==> config.mk <==
export PLATFORM = sky130hd
export DESIGN_NAME = weight_bank_sched
export DESIGN_NICKNAME = d
export VERILOG_FILES = /design/src/rtl/weight_bank_sched.sv
export SDC_FILE = /design/constraint.sdc
export NUM_CORES = 1
export LEC_CHECK = 0
export ABC_AREA = 1
export CAP_MARGIN = 20
export CORE_AREA = 3 3 74 76
export CTS_CLUSTER_DIAMETER = 40
export DETAILED_ROUTE_END_ITERATION = 16
export DIE_AREA = 0 0 77 79
export PLACE_DENSITY = 0.9
export SLEW_MARGIN = 20
export SYNTH_ARGS = -nofsm -noshare
export SYNTH_HDL_FRONTEND = slang
export SYNTH_SLANG_ARGS = --single-unit
==> constraint.sdc <==
create_clock -name clk -period 2.85 [get_ports clk]
set_input_delay 0.4275 -clock clk [delete_from_list [all_inputs] [get_ports clk]]
set_output_delay 0.4275 -clock clk [all_outputs]
set_load 0.02 [all_outputs]
==> src/rtl/weight_bank_sched.sv <==
// Weight-bank read scheduler: one LOAD strobe, one SETTLE cycle, then rd_len reads gated by wt_ready.
// Every output is registered; wt_valid trails mem_rdena by the bank's 1-cycle read latency.
module weight_bank_sched #(
  parameter int ADDR_WIDTH = 11,
  parameter int DATA_DEPTH = 2048,
  parameter int MAX_LAYER  = 8
) (
  input  logic                  clk,
  input  logic                  rst_n,
  input  logic                  start_i,
  input  logic [3:0]            layer_id_i,
  input  logic [ADDR_WIDTH:0]   rd_len_i,
  input  logic                  abort_i,
  input  logic                  wt_ready_i,
  output logic                  mem_csen_o,
  output logic                  mem_wrenb_o,
  output logic [3:0]            mem_layer_cnt_o,
  output logic                  mem_rdena_o,
  output logic [ADDR_WIDTH-1:0] mem_addr_o,
  output logic                  wt_valid_o,
  output logic                  wt_last_o,
  output logic                  busy_o,
  output logic                  done_o,
  output logic                  err_o
);

  localparam int LW = ADDR_WIDTH + 1;
  localparam logic [3:0]    MAX_L = 4'(MAX_LAYER);
  localparam logic [LW-1:0] DEPTH = LW'(DATA_DEPTH);

  typedef enum logic [2:0] {
    S_IDLE   = 3'd0,
    S_LOAD   = 3'd1,
    S_SETTLE = 3'd2,
    S_READ   = 3'd3,
    S_DRAIN  = 3'd4
  } state_e;

  state_e                state_q, state_d;
  logic [3:0]            layer_q, layer_d;
  logic [LW-1:0]         len_q, len_d;
  logic [LW-1:0]         cnt_q, cnt_d;
  logic                  csen_q, csen_d;
  logic                  wrenb_q, wrenb_d;
  logic [3:0]            layer_cnt_q, layer_cnt_d;
  logic                  rdena_q, rdena_d;
  logic [ADDR_WIDTH-1:0] addr_q, addr_d;
  logic                  valid_q, valid_d;
  logic                  last_q, last_d;
  logic                  busy_q, busy_d;
  logic                  done_q, done_d;
  logic                  err_q, err_d;
  logic                  req_legal;

  assign req_legal = (layer_id_i != 4'd0) && (layer_id_i <= MAX_L) &&
                     (rd_len_i != '0) && (rd_len_i <= DEPTH);

  always_comb begin
    state_d     = state_q;
    layer_d     = layer_q;
    len_d       = len_q;
    cnt_d       = cnt_q;
    csen_d      = 1'b0;
    wrenb_d     = 1'b0;
    layer_cnt_d = 4'd0;
    rdena_d     = 1'b0;
    addr_d      = addr_q;
    valid_d     = 1'b0;
    last_d      = 1'b0;
    busy_d      = 1'b0;
    done_d      = 1'b0;
    err_d       = 1'b0;

    // Abort outranks everything; outputs fall back to their idle defaults.
    if (state_q != S_IDLE && abort_i) begin
      state_d = S_IDLE;
      cnt_d   = '0;
      addr_d  = '0;
    end else begin
      case (state_q)
        S_IDLE: begin
          addr_d = '0;
          if (start_i && !abort_i) begin
            if (req_legal) begin
              state_d     = S_LOAD;
              layer_d     = layer_id_i;
              len_d       = rd_len_i;
              cnt_d       = '0;
              csen_d      = 1'b1;
              wrenb_d     = 1'b1;
              layer_cnt_d = layer_id_i;
              busy_d      = 1'b1;
            end else begin
              err_d = 1'b1;
            end
          end
        end
        S_LOAD: begin
          state_d     = S_SETTLE;
          layer_cnt_d = layer_q;
          busy_d      = 1'b1;
        end
        S_SETTLE, S_READ: begin
          busy_d      = 1'b1;
          layer_cnt_d = layer_q;
          valid_d     = rdena_q;
          // cnt_q reaching len_q means the final address is on the bus this cycle.
          if (state_q == S_READ && cnt_q == len_q) begin
            state_d = S_DRAIN;
            last_d  = 1'b1;
            done_d  = 1'b1;
          end else begin
            state_d = S_READ;
            addr_d  = cnt_q[ADDR_WIDTH-1:0];
            if (wt_ready_i) begin
              csen_d  = 1'b1;
              rdena_d = 1'b1;
              cnt_d   = cnt_q + LW'(1);
            end
          end
        end
        S_DRAIN: begin
          state_d = S_IDLE;
          addr_d  = '0;
        end
        default: begin
          state_d = S_IDLE;
          addr_d  = '0;
        end
      endcase
    end
  end

  always_ff @(posedge clk or negedge rst_n) begin
    if (!rst_n) begin
      state_q     <= S_IDLE;
      layer_q     <= 4'd0;
      len_q       <= '0;
      cnt_q       <= '0;
      csen_q      <= 1'b0;
      wrenb_q     <= 1'b0;
      layer_cnt_q <= 4'd0;
      rdena_q     <= 1'b0;
      addr_q      <= '0;
      valid_q     <= 1'b0;
      last_q      <= 1'b0;
      busy_q      <= 1'b0;
      done_q      <= 1'b0;
      err_q       <= 1'b0;
    end else begin
      state_q     <= state_d;
      layer_q     <= layer_d;
      len_q       <= len_d;
      cnt_q       <= cnt_d;
      csen_q      <= csen_d;
      wrenb_q     <= wrenb_d;
      layer_cnt_q <= layer_cnt_d;
      rdena_q     <= rdena_d;
      addr_q      <= addr_d;
      valid_q     <= valid_d;
      last_q      <= last_d;
      busy_q      <= busy_d;
      done_q      <= done_d;
      err_q       <= err_d;
    end
  end

  assign mem_csen_o      = csen_q;
  assign mem_wrenb_o     = wrenb_q;
  assign mem_layer_cnt_o = layer_cnt_q;
  assign mem_rdena_o     = rdena_q;
  assign mem_addr_o      = addr_q;
  assign wt_valid_o      = valid_q;
  assign wt_last_o       = last_q;
  assign busy_o          = busy_q;
  assign done_o          = done_q;
  assign err_o           = err_q;

endmodule
* After elaboration in Yosys (flattened, before gate mapping)
Index checks and enable logic that the tools add are counted.
** Operators by class
- Add/subtract/negate cells :: 1
- Order comparisons :: 2
- Equal/unequal tests :: 9
- Mux-type cells :: 39
- Bitwise operators :: 1
- Reductions and logical operators :: 18
** Operator list (count)
- 12-bit two-way mux :: 5
- 12-bit case mux with 2 select lines :: 1
- 11-bit two-way mux :: 2
- 11-bit case mux with 2 select lines :: 1
- 1-bit two-way mux :: 19
- 12-bit by 1-bit adder with 12-bit output, second input constant :: 1
- 12-bit equality test :: 1
- 12-bit less-or-equal comparator, second input constant :: 1
- 3-bit two-way mux :: 4
- 4-bit two-way mux :: 3
- 3-bit inequality test, second input constant :: 4
- 12-bit nonzero test :: 1
- 3-bit case mux with 3 select lines :: 1
- 4-bit case mux with 2 select lines :: 1
- 3-bit by 2-bit equality test with 1-bit output, second input constant :: 2
- 1-bit logical AND :: 6
- 3-bit nonzero test :: 2
- 5-bit AND reduction :: 1
- 4-bit less-or-equal comparator, second input constant :: 1
- 1-bit case mux with 2 select lines :: 2
- 2-bit AND reduction :: 2
- 4-bit AND reduction :: 1
- 4-bit nonzero test :: 1
- 3-bit by 1-bit equality test with 1-bit output, second input constant :: 1
- other kinds (6) :: 6
** Word-level totals
- Register bits after elaboration :: 53
- Bits of input ports :: 21
- Output and inout port bits :: 23
- Word-level logic and storage cells :: 83

* Depth between registers and ports, before layout
Gate-level depths: netlist (run 1).
- Depth in word-level cells :: 8
- Gate-level depth with buffers :: 13
- Depth with buffers taken out :: 11

* Least setup slack after synthesis (run 1)
OpenSTA, ideal clock, no wires.
- Path type :: input -> register
- Start :: input rd_len_i[7]
- End :: register layer_q[0]
- Library setup time :: 0.118 ns
- Arrival :: 1.401 ns
- Required time :: 2.732 ns
- Setup slack :: 1.332 ns
- Cell stages on the path :: 10
- Buffers on the path :: 2
- Path through :: nor2_1 > nand2_1 > nor2_1 > nand2_1 > nand2_1 > nand3_1 > buf_2 > buf_2 > nand2_1 > nand2_1
** Between the ends
- Cells in the longest elaborated chain, start to end :: 4
** RTL lines
- from (decl) :: RTL line 12 : input logic [ADDR_WIDTH:0] rd_len_i,
- branches (longest 2 deep; another with 12-bit less-or-equal comparator)
- 1-bit logical AND * :: RTL line 56 : (rd_len_i != '0) && (rd_len_i <= DEPTH);
- 4-bit AND reduction (no source line) *
- to (signal assigned) :: RTL line 152 : layer_q <= layer_d;
- to (decl) :: RTL line 40 : logic [3:0] layer_q, layer_d;
Mark *: on every way between the ends.
A chain may end at the register's enable or synchronous reset.

* Final worst setup path (run 1)
- Start :: input rd_len_i[3]
- End :: register layer_cnt_q[1] (netlist: mem_layer_cnt_o[1])
** Between the ends
- Cells in the longest elaborated chain, start to end :: 7
** RTL lines
- branches (longest 2 deep; another with 12-bit less-or-equal comparator)
- 1-bit logical AND * :: RTL line 56
- 4-bit two-way mux * :: RTL line 84 : if (req_legal) begin
- 4-bit two-way mux * :: RTL line 83 : if (start_i && !abort_i) begin
- 4-bit case mux with 2 select lines * :: RTL line 80 : case (state_q)
- 4-bit two-way mux * :: RTL line 75 : if (state_q != S_IDLE && abort_i) begin
- via layer_cnt_d[1] :: RTL line 45 : logic [3:0] layer_cnt_q, layer_cnt_d;
- to (signal assigned) :: RTL line 157 : layer_cnt_q <= layer_cnt_d;
- to (decl) :: RTL line 45
Mark *: on every way through the listed nets, which the timed path passes.

==> impl_summary.txt, run 1 <==
----------------------------------------------------
[GRT]
  Total routing resource utilization after global routing ... 0.2121
  Number of global-route vias before repair ... 2324
  Total grt overflow ... 0
  Maximum number of pins on one net before global-route repair ... 31
  Global-route wire length before repair ... ~10 mm
  Initial antenna violation count ... 0

[Timing]
  Fmax ... roughly 500 MHz
  Final Hold Violating Endpoints ... 0
  Max_slew headroom ... 0.6375
  Maximum clock skew at final layout ... 0.01005 ns
  Setup repair after global routing missed its margin ... false
  Total Negative Setup Slacks ... 0 ns
  Transition time at the pin with the least slew margin ... 0.5438 ns
  PnR worst setup slack ... 0.8770 ns
  Worst Hold Margin ... roughly 0.090 ns
  Minimum clock period after layout ... 1.973 ns
  Share of the clock period used by the worst path ... 0.6923
  Setup-failing EPs final ... 0
  Number of pins with negative max-slew slack in the final report ... 0

[Clock network]
  Number of buffers inserted during clock tree synthesis ... 5
  Clock transition at path regs ... 0.10 ns
  CTS hold repair buffers ... 0
  Latest clock arrival within the worst-skew pair ... just over 0.3 ns
  H-Tree Level Count ... 2
  Count of instances resized after the clock tree is built ... 0
  Post-CTS Repair Setup Buffers ... 0
  Maximum buffer depth of the clock tree ... 2
  Clock tree from TritonCTS ... yes
  Clock tree root buffer cell ... sky130_fd_sc_hd__clkbuf_8
  CTS Sinks ... 53

[Setup path]
  Category of cells accounting for the largest share of critical-path delay ... simple AND/OR/NAND/NOR gates
  Count of cells along the worst register-to-register path ... 7
  Arrival @ worst endpoint ... 2.21 ns
  Maximum single-stage delay on the critical path ... between 0.4 and 0.5 ns
  Maximum net fanout on the critical path ... 15
  Data required time at the worst endpoint ... 3.08 ns
  Worst path bufs/invs ... 2
  Register-to-register setup slack ... 0.97 ns
  Most used cell along the critical path ... sky130_fd_sc_hd__nand2_1
  Cells along the critical path ... clkdlybuf4s50_1 > nor2_1 > nand2_1 > nor2_1 > nand2_1 > nand2_1 > nand3_1 > inv_2 > nand2_1 > a21oi_1
  Highest-delay cell along the critical path ... sky130_fd_sc_hd__clkdlybuf4s50_1
  Levels on crit path ... 10
  CP endpoint kind ... flip-flop
  Kind of critical path ... input port to flip-flop
  Critical path launch point type ... input port

[Floorplan]
  Die boundary height ... between 70 and 80 um
  Top-Level Pins ... 44
  Initial Utilization ... 0.5671
  Floorplan Core Area ... 0.004786 sq mm
  Die Span X ... 77 um
  Die Footprint ... between 0.006 and 0.007 sq mm
  Number of core rows ... 25

[Drt]
  DR WL met3 ... 318 um
  Router iterations before antenna repair ... 4
  Number of antenna-violating nets in the routed design ... 0
  Via-to-Cell Ratio ... around 5.2
  Met1 routed wirelength after detailed routing ... 2.604 mm
  DRC violations left ... 0
  Wire length after detailed routing ... 6.158 mm
  Number of DRC markers in iteration 0 ... 230
  Top layer used by detailed routing ... met4
  Routed wl met2 ... 3.128 mm
  Routed via count ... 2425
  Wire per inst ... 13.24 um

[Power and ir drop]
  Overall power of the completed layout ... about 2.4 mW
  Lkg Pwr ... 1.635 nW
  Max VDD drop ... 0.4463 mV
  Power density relative to cell area ... 721.3 mW/mm^2

[Cells and area]
  Layout overhead on the synthesized area ... 20.06%
  Filler-free cell count of the finished design ... approximately 470
  NumNets Final ... 419
  Final Instance Area ... 0.003258 sq mm
  Most common cell after layout, fill and taps aside ... sky130_fd_sc_hd__nand2_1
  Post-route core utilization ... 0.6808
  Layout cells sized above 1 ... 0.07035
  Count of inserted antenna diode cells ... 0
  Most used cells in the layout excluding fill and tap cells ... 141 x sky130_fd_sc_hd__nand2_1, 53 x sky130_fd_sc_hd__dfrtp_1, 44 x sky130_fd_sc_hd__nor2_1, 42 x sky130_fd_sc_hd__clkdlybuf4s50_1, 28 x sky130_fd_sc_hd__inv_1

[Hold path]
  Type of the worst min-delay path ... input port to async pin

[Yosys]
  Avg Inst Size Synth ... about 7.6 sq um
  Net count of the mapped netlist ... 379
  Fraction of synthesized cell area taken by the top area cell type ... 0.4887
  Mapped Cells ... 357
  Warning count from the yosys run ... 0
  Mapped Area ... 0.002714 sq mm
  Sequential element share of the synthesized area ... 0.4887
  Cell types occupying the most area after synthesis ... sky130_fd_sc_hd__dfrtp_1 49%, sky130_fd_sc_hd__nand2_1 20%, sky130_fd_sc_hd__nor2_1 6.1%
  Cell accounting for the most synthesized area ... sky130_fd_sc_hd__dfrtp_1
  Number of distinct standard cells referenced by the synthesized netlist ... 28
  Flops & latches, synth ... 53

[Place]
  RD Place Congestion ... 0.9196
  Number of port buffers ... 43
  Pre-CTS setup slack ... 0.5721 ns
  Post-detailed-placement cell area ... between 0.003 and 0.004 sq mm
  Placed wire-length estimate after detailed placement ... between 4 and 5 mm
  Placed cells ... around 460

[Run status]
  Result of the run ... completed

[Job]
  Count of maximum capacitance violations ... 0

----------------------------------------------------
## cell usage after synthesis (all sizes together)
cell type  count
nand2        143
dfrtp         53
nor2          49
inv           31
nand3         21
nand4         14
buf           12
a21oi         10
o21ai          7
xor2           5
xnor2          4
clkbuf         2
nor3           2
a21boi         1
clkinv         1
ha             1
nor3b          1
## path summary, 6_finish.rpt
| check | from | to |
|---|---|---|
| min in group clk | layer_q[2] | layer_q[2] |
| max reg2reg | state_q[2] | state_q[0] |
| max | rd_len_i[3] | mem_layer_cnt_o[1] |
| min reg2reg | layer_q[2] | layer_q[2] |
| max in group asynchronous | rst_n | cnt_q[0] |
| min | rst_n | len_q[3] |
## power breakdown
group / internal (mW) / total (mW) / switching, mW
sequential: 0.919 / 1.04 / 0.123
clock: 0.197 / 0.448 / 0.250
combinational: 0.308 / 0.861 / 0.552
total: 1.42 / 2.35 / 0.925
## worst register-to-register path, cell delays in order, from the launching register on
cell,delay (ns)
sky130_fd_sc_hd__dfrtp_1,0.45
sky130_fd_sc_hd__nor2_1,0.16
sky130_fd_sc_hd__nand2_1,0.14
sky130_fd_sc_hd__nand2_2,0.26
sky130_fd_sc_hd__clkinv_1,0.35
sky130_fd_sc_hd__a21oi_1,0.28
sky130_fd_sc_hd__inv_1,0.06
sky130_fd_sc_hd__nor2_1,0.11
## flip-flops by register name, indices dropped and copies added (netlist names)
signal / flops
busy_o: 1
cnt_q: 12
len_q: 12
mem_wrenb_o: 1
layer_q: 4
err_o: 1
wt_valid_o: 1
done_o: 1
mem_rdena_o: 1
mem_layer_cnt_o: 4
state_q: 3
mem_addr_o: 11
mem_csen_o: 1
## layer usage
metal	track usage	up-vias
li1	-	1189
met1	0.2554	1145
met2	0.3807	80
met3	0.04195	11
met4	0.07295	0
met5	0	-
## cells by family (layout without fill, tap and decap cells)
group,Yosys count,count (layout),synth area share
xor+xnor,9,9,0.02904
buf+inv,46,87,0.07791
simple gates,230,230,0.3642
flops,53,53,0.4887
compound gates,18,18,0.03550
fa+ha+maj,1,1,0.004610
## area by class of cell
type	instances	area, sq um
clock buffers	6	82.58
well taps	67	83.83
fillers	421	1528
flip-flops and latches	53	1326
inverters	32	120.1
multi-input cells	258	1176
clock inverters	2	13.76
repair buffers	47	455.4
Power figures use the tool's default switching activity.
==> run 2: changes to the inputs <==
--- a/config.mk
+++ b/config.mk
@@ -7,11 +7,11 @@
 export LEC_CHECK = 0
 export ABC_AREA = 1
 export CAP_MARGIN = 20
-export CORE_AREA = 3 3 74 76
+export CORE_AREA = 3 3 80 82
 export CTS_CLUSTER_DIAMETER = 40
 export DETAILED_ROUTE_END_ITERATION = 16
-export DIE_AREA = 0 0 77 79
-export PLACE_DENSITY = 0.9
+export DIE_AREA = 0 0 83 85
+export PLACE_DENSITY = 0.83
 export SLEW_MARGIN = 20
 export SYNTH_ARGS = -nofsm -noshare
 export SYNTH_HDL_FRONTEND = slang
==> constraint.sdc (replaced) <==
create_clock -name clk -period 1.8 [get_ports clk]
set_input_delay 0.27 -clock clk [delete_from_list [all_inputs] [get_ports clk]]
set_output_delay 0.27 -clock clk [all_outputs]
set_load 0.02 [all_outputs]
==> run 2 against run 1 <==
Utilization is 7.6 points lower. Sequential power up 58%. Hold slack improved by 0.35 ns. Power is 62% higher. Die area rose by 16%. Largest power group unchanged.
==> impl_summary.txt, run 2 (synthesized netlist as in run 1, its figures left out) <==
----------------------------------------------------
[Clock network]
  Clock tree from TritonCTS ... yes
  Number of buffers inserted during clock tree synthesis ... 5 (unchanged)
  CTS Sinks ... 53 (unchanged)
  Clock transition at path regs ... 0.09 ns (about the same)
  Clock tree root buffer cell ... sky130_fd_sc_hd__clkbuf_8
  Latest clock arrival within the worst-skew pair ... 0.31 ns (about the same)
  Maximum buffer depth of the clock tree ... 2 (unchanged)
  H-Tree Level Count ... 2 (unchanged)

[Setup path]
  Category of cells accounting for the largest share of critical-path delay ... simple AND/OR/NAND/NOR gates
  CP endpoint kind ... flip-flop
  Arrival @ worst endpoint ... 1.86 ns (-0.35 ns)
  Launch point of the critical path ... cnt_q[0]
  Register-to-register setup slack ... 0.14 ns (-0.83 ns)
  Count of cells along the worst register-to-register path ... 12 (+5)
  End point of the critical path ... mem_addr_o[9]
  Critical path launch point type ... flip-flop
  Maximum single-stage delay on the critical path ... 0.43 ns (about the same)
  Highest-delay cell along the critical path ... sky130_fd_sc_hd__dfrtp_1
  Maximum net fanout on the critical path ... 11 (-4)
  Cells along the critical path ... inv_1 > nand2_1 > nand2_1 > nor2_2 > nand2_1 > nor2_4 > nand3_2 > nand2_2 > nor2_2 > buf_4 > nand2_1 > nand2_1
  Data required time at the worst endpoint ... 2.01 ns (-1.07 ns)
  Worst path bufs/invs ... 2 (unchanged)
  Most used cell along the critical path ... sky130_fd_sc_hd__nand2_1
  Levels on crit path ... 12 (+2)
  Kind of critical path ... flip-flop to flip-flop
  Worst reg2reg endpoint ... mem_addr_o[9]
  Start of the worst register-to-register path ... cnt_q[0]

[Cells and area]
  Multi-input combinational cell area ... 0.001196 sq mm (+1.7%)
  NumNets Final ... 448 (+6.9%)
  Count of inserted antenna diode cells ... 0 (unchanged)
  Most common cell after layout, fill and taps aside ... sky130_fd_sc_hd__nand2_1
  Filler Cell Count ... 516 (+23%)
  Layout overhead on the synthesized area ... 29.55%
  Area taken by flip-flops and latches ... 0.001330 sq mm (+0.28%)
  Layout cells sized above 1 ... 0.1405 (+0.07016)
  Most used cells in the layout excluding fill and tap cells ... 141 x sky130_fd_sc_hd__nand2_1, 50 x sky130_fd_sc_hd__dfrtp_1, 43 x sky130_fd_sc_hd__nor2_1, 42 x sky130_fd_sc_hd__clkdlybuf4s50_1, 31 x sky130_fd_sc_hd__buf_4
  Final Instance Area ... 0.003516 sq mm (+7.9%)

[Drt]
  Wire length after detailed routing ... 6.201 mm (+0.70%)
  Via-to-Cell Ratio ... 4.956 (-5.0%)
  Router iterations before antenna repair ... 5 (+1)
  Routed via count ... 2488 (+2.6%)
  Number of antenna-violating nets in the routed design ... 0 (unchanged)
  Wire per inst ... 12.35 um (-6.7%)
  DRC violations left ... 0 (unchanged)
  Number of DRC markers in iteration 0 ... 230 (unchanged)

[Floorplan]
  Die Span X ... 83 um (+7.8%)
  Floorplan Core Area ... 0.005816 sq mm (+22%)
  Top-Level Pins ... 44 (unchanged)
  Die boundary height ... 85 um (+7.6%)
  Initial Utilization ... 0.4667 (-0.1004)
  Die Footprint ... 0.007055 sq mm (+16%)
  Number of core rows ... 28 (+12%)

[GRT]
  Number of global-route vias before repair ... 2416 (+4.0%)
  Total routing resource utilization after global routing ... 0.1895 (-0.02254)
  Global-route wire length before repair ... 10.78 mm (+5.5%)
  Maximum number of pins on one net before global-route repair ... 35 (+13%)
  Initial antenna violation count ... 0 (unchanged)
  Total grt overflow ... 0 (unchanged)

[Timing]
  Max_slew headroom ... 0.6847 (+0.04722)
  Final Hold Violating Endpoints ... 0 (unchanged)
  Minimum clock period after layout ... 1.658 ns
  Number of pins with negative max-slew slack in the final report ... 0 (unchanged)
  Maximum clock skew at final layout ... 0.01326 ns (+0.003209 ns)
  Share of the clock period used by the worst path ... 0.9208
  PnR worst setup slack ... 0.1425 ns (-0.7345 ns)
  Worst Hold Margin ... 0.4418 ns (+0.3520 ns)
  Fmax ... 603.3 MHz
  Transition time at the pin with the least slew margin ... 0.4729 ns (-0.07083 ns)
  Setup-failing EPs final ... 0 (unchanged)

[Place]
  Placed wire-length estimate after detailed placement ... 4.747 mm (+5.0%)
  Post-detailed-placement cell area ... 0.003387 sq mm (+7.1%)
  RD Place Congestion ... 0.9100 (-1.0%)
  Number of port buffers ... 43 (unchanged)
  Pre-CTS setup slack ... -0.1970 ns (-0.7690 ns)

[Power and ir drop]
  Lkg Pwr ... 1.771 nW (+8.3%)
  Overall power of the completed layout ... 3.807 mW (+62%)
  Max VDD drop ... 0.6567 mV (+47%)
  Power density relative to cell area ... 1083 mW/mm^2 (+50%)

[Job]
  Count of maximum capacitance violations ... 0 (unchanged)

[Run status]
  Result of the run ... completed

[Hold path]
  Type of the worst min-delay path ... input port to async pin

----------------------------------------------------
## run 2: changes by cell type in the layout (fill, tap and decap cells not counted), sizes merged
cell,before,now
dlygate4sd3,0,1
buf,5,33
clkinv,3,4
inv,31,30
## run 2: power by group
group	switching, mW	total, mW	internal [mW]
Combinational	0.905	1.52	0.612
Sequential	0.179	1.64	1.46
Clock	0.383	0.654	0.271
## run 2: area by class of cell
type                       instances  area share
sequential                        53      0.3783
timing repair buffer              76      0.1957
clock inverter                     2    0.002847
clock buffer                       6     0.02064
tap                               75     0.02669
inverter                          32     0.03559
multi-input combinational        258      0.3402
## run 2: worst reg2reg max path: stages (launching register included)
cell	delay, ns
sky130_fd_sc_hd__dfrtp_1	0.43
sky130_fd_sc_hd__inv_1	0.10
sky130_fd_sc_hd__nand2_1	0.07
sky130_fd_sc_hd__nand2_1	0.06
sky130_fd_sc_hd__nor2_2	0.10
sky130_fd_sc_hd__nand2_1	0.10
sky130_fd_sc_hd__nor2_4	0.18
sky130_fd_sc_hd__nand3_2	0.10
sky130_fd_sc_hd__nand2_2	0.12
sky130_fd_sc_hd__nor2_2	0.04
sky130_fd_sc_hd__buf_4	0.16
sky130_fd_sc_hd__nand2_1	0.07
sky130_fd_sc_hd__nand2_1	0.05
## run 2: stage by stage
stage | TNS (ns) | util | instances
2_1_floorplan | 0 | - | 357
3_3_place_gp | -2.568 | 0.5824 | 492
3_5_place_dp | -4.225 | 0.5824 | 492
4_1_cts | 0 | 0.5983 | 501
5_1_grt | -0.008738 | 0.6046 | 502
6_report | 0 | 0.6046 | 502
## run 2: repair_timing
item / 4_1_cts / 5_1_grt
setup endpoints to repair: 0 / 19
gates resized for setup: 0 / 9
hold buffers: 1 / 0
endpoints found under the hold margin: 19 / 0
setup buffers: 0 / 1
## run 2: layer usage
metal  global-route usage  up-vias  part of all wire
li1                     -     1251                 -
met1               0.2258     1124              0.41
met5                    0        -                 0
met4              0.07578        0             0.033
met3              0.04175       18             0.065
met2               0.3338       95              0.50
## run 2: worst min path at each step
stage / from / endpoint / slack, ns / cells after the start
after detailed placement: rst_n / mem_addr_o[5] / 0.25 / 1
after global placement: rst_n / mem_addr_o[3] / 0.24 / 1
final: rst_n / mem_addr_o[3] / 0.44 / 2
after global routing: rst_n / mem_addr_o[3] / 0.48 / 2
after floorplan: rst_n / busy_o / -0.03 / 0
after CTS: rst_n / mem_addr_o[3] / 0.45 / 2
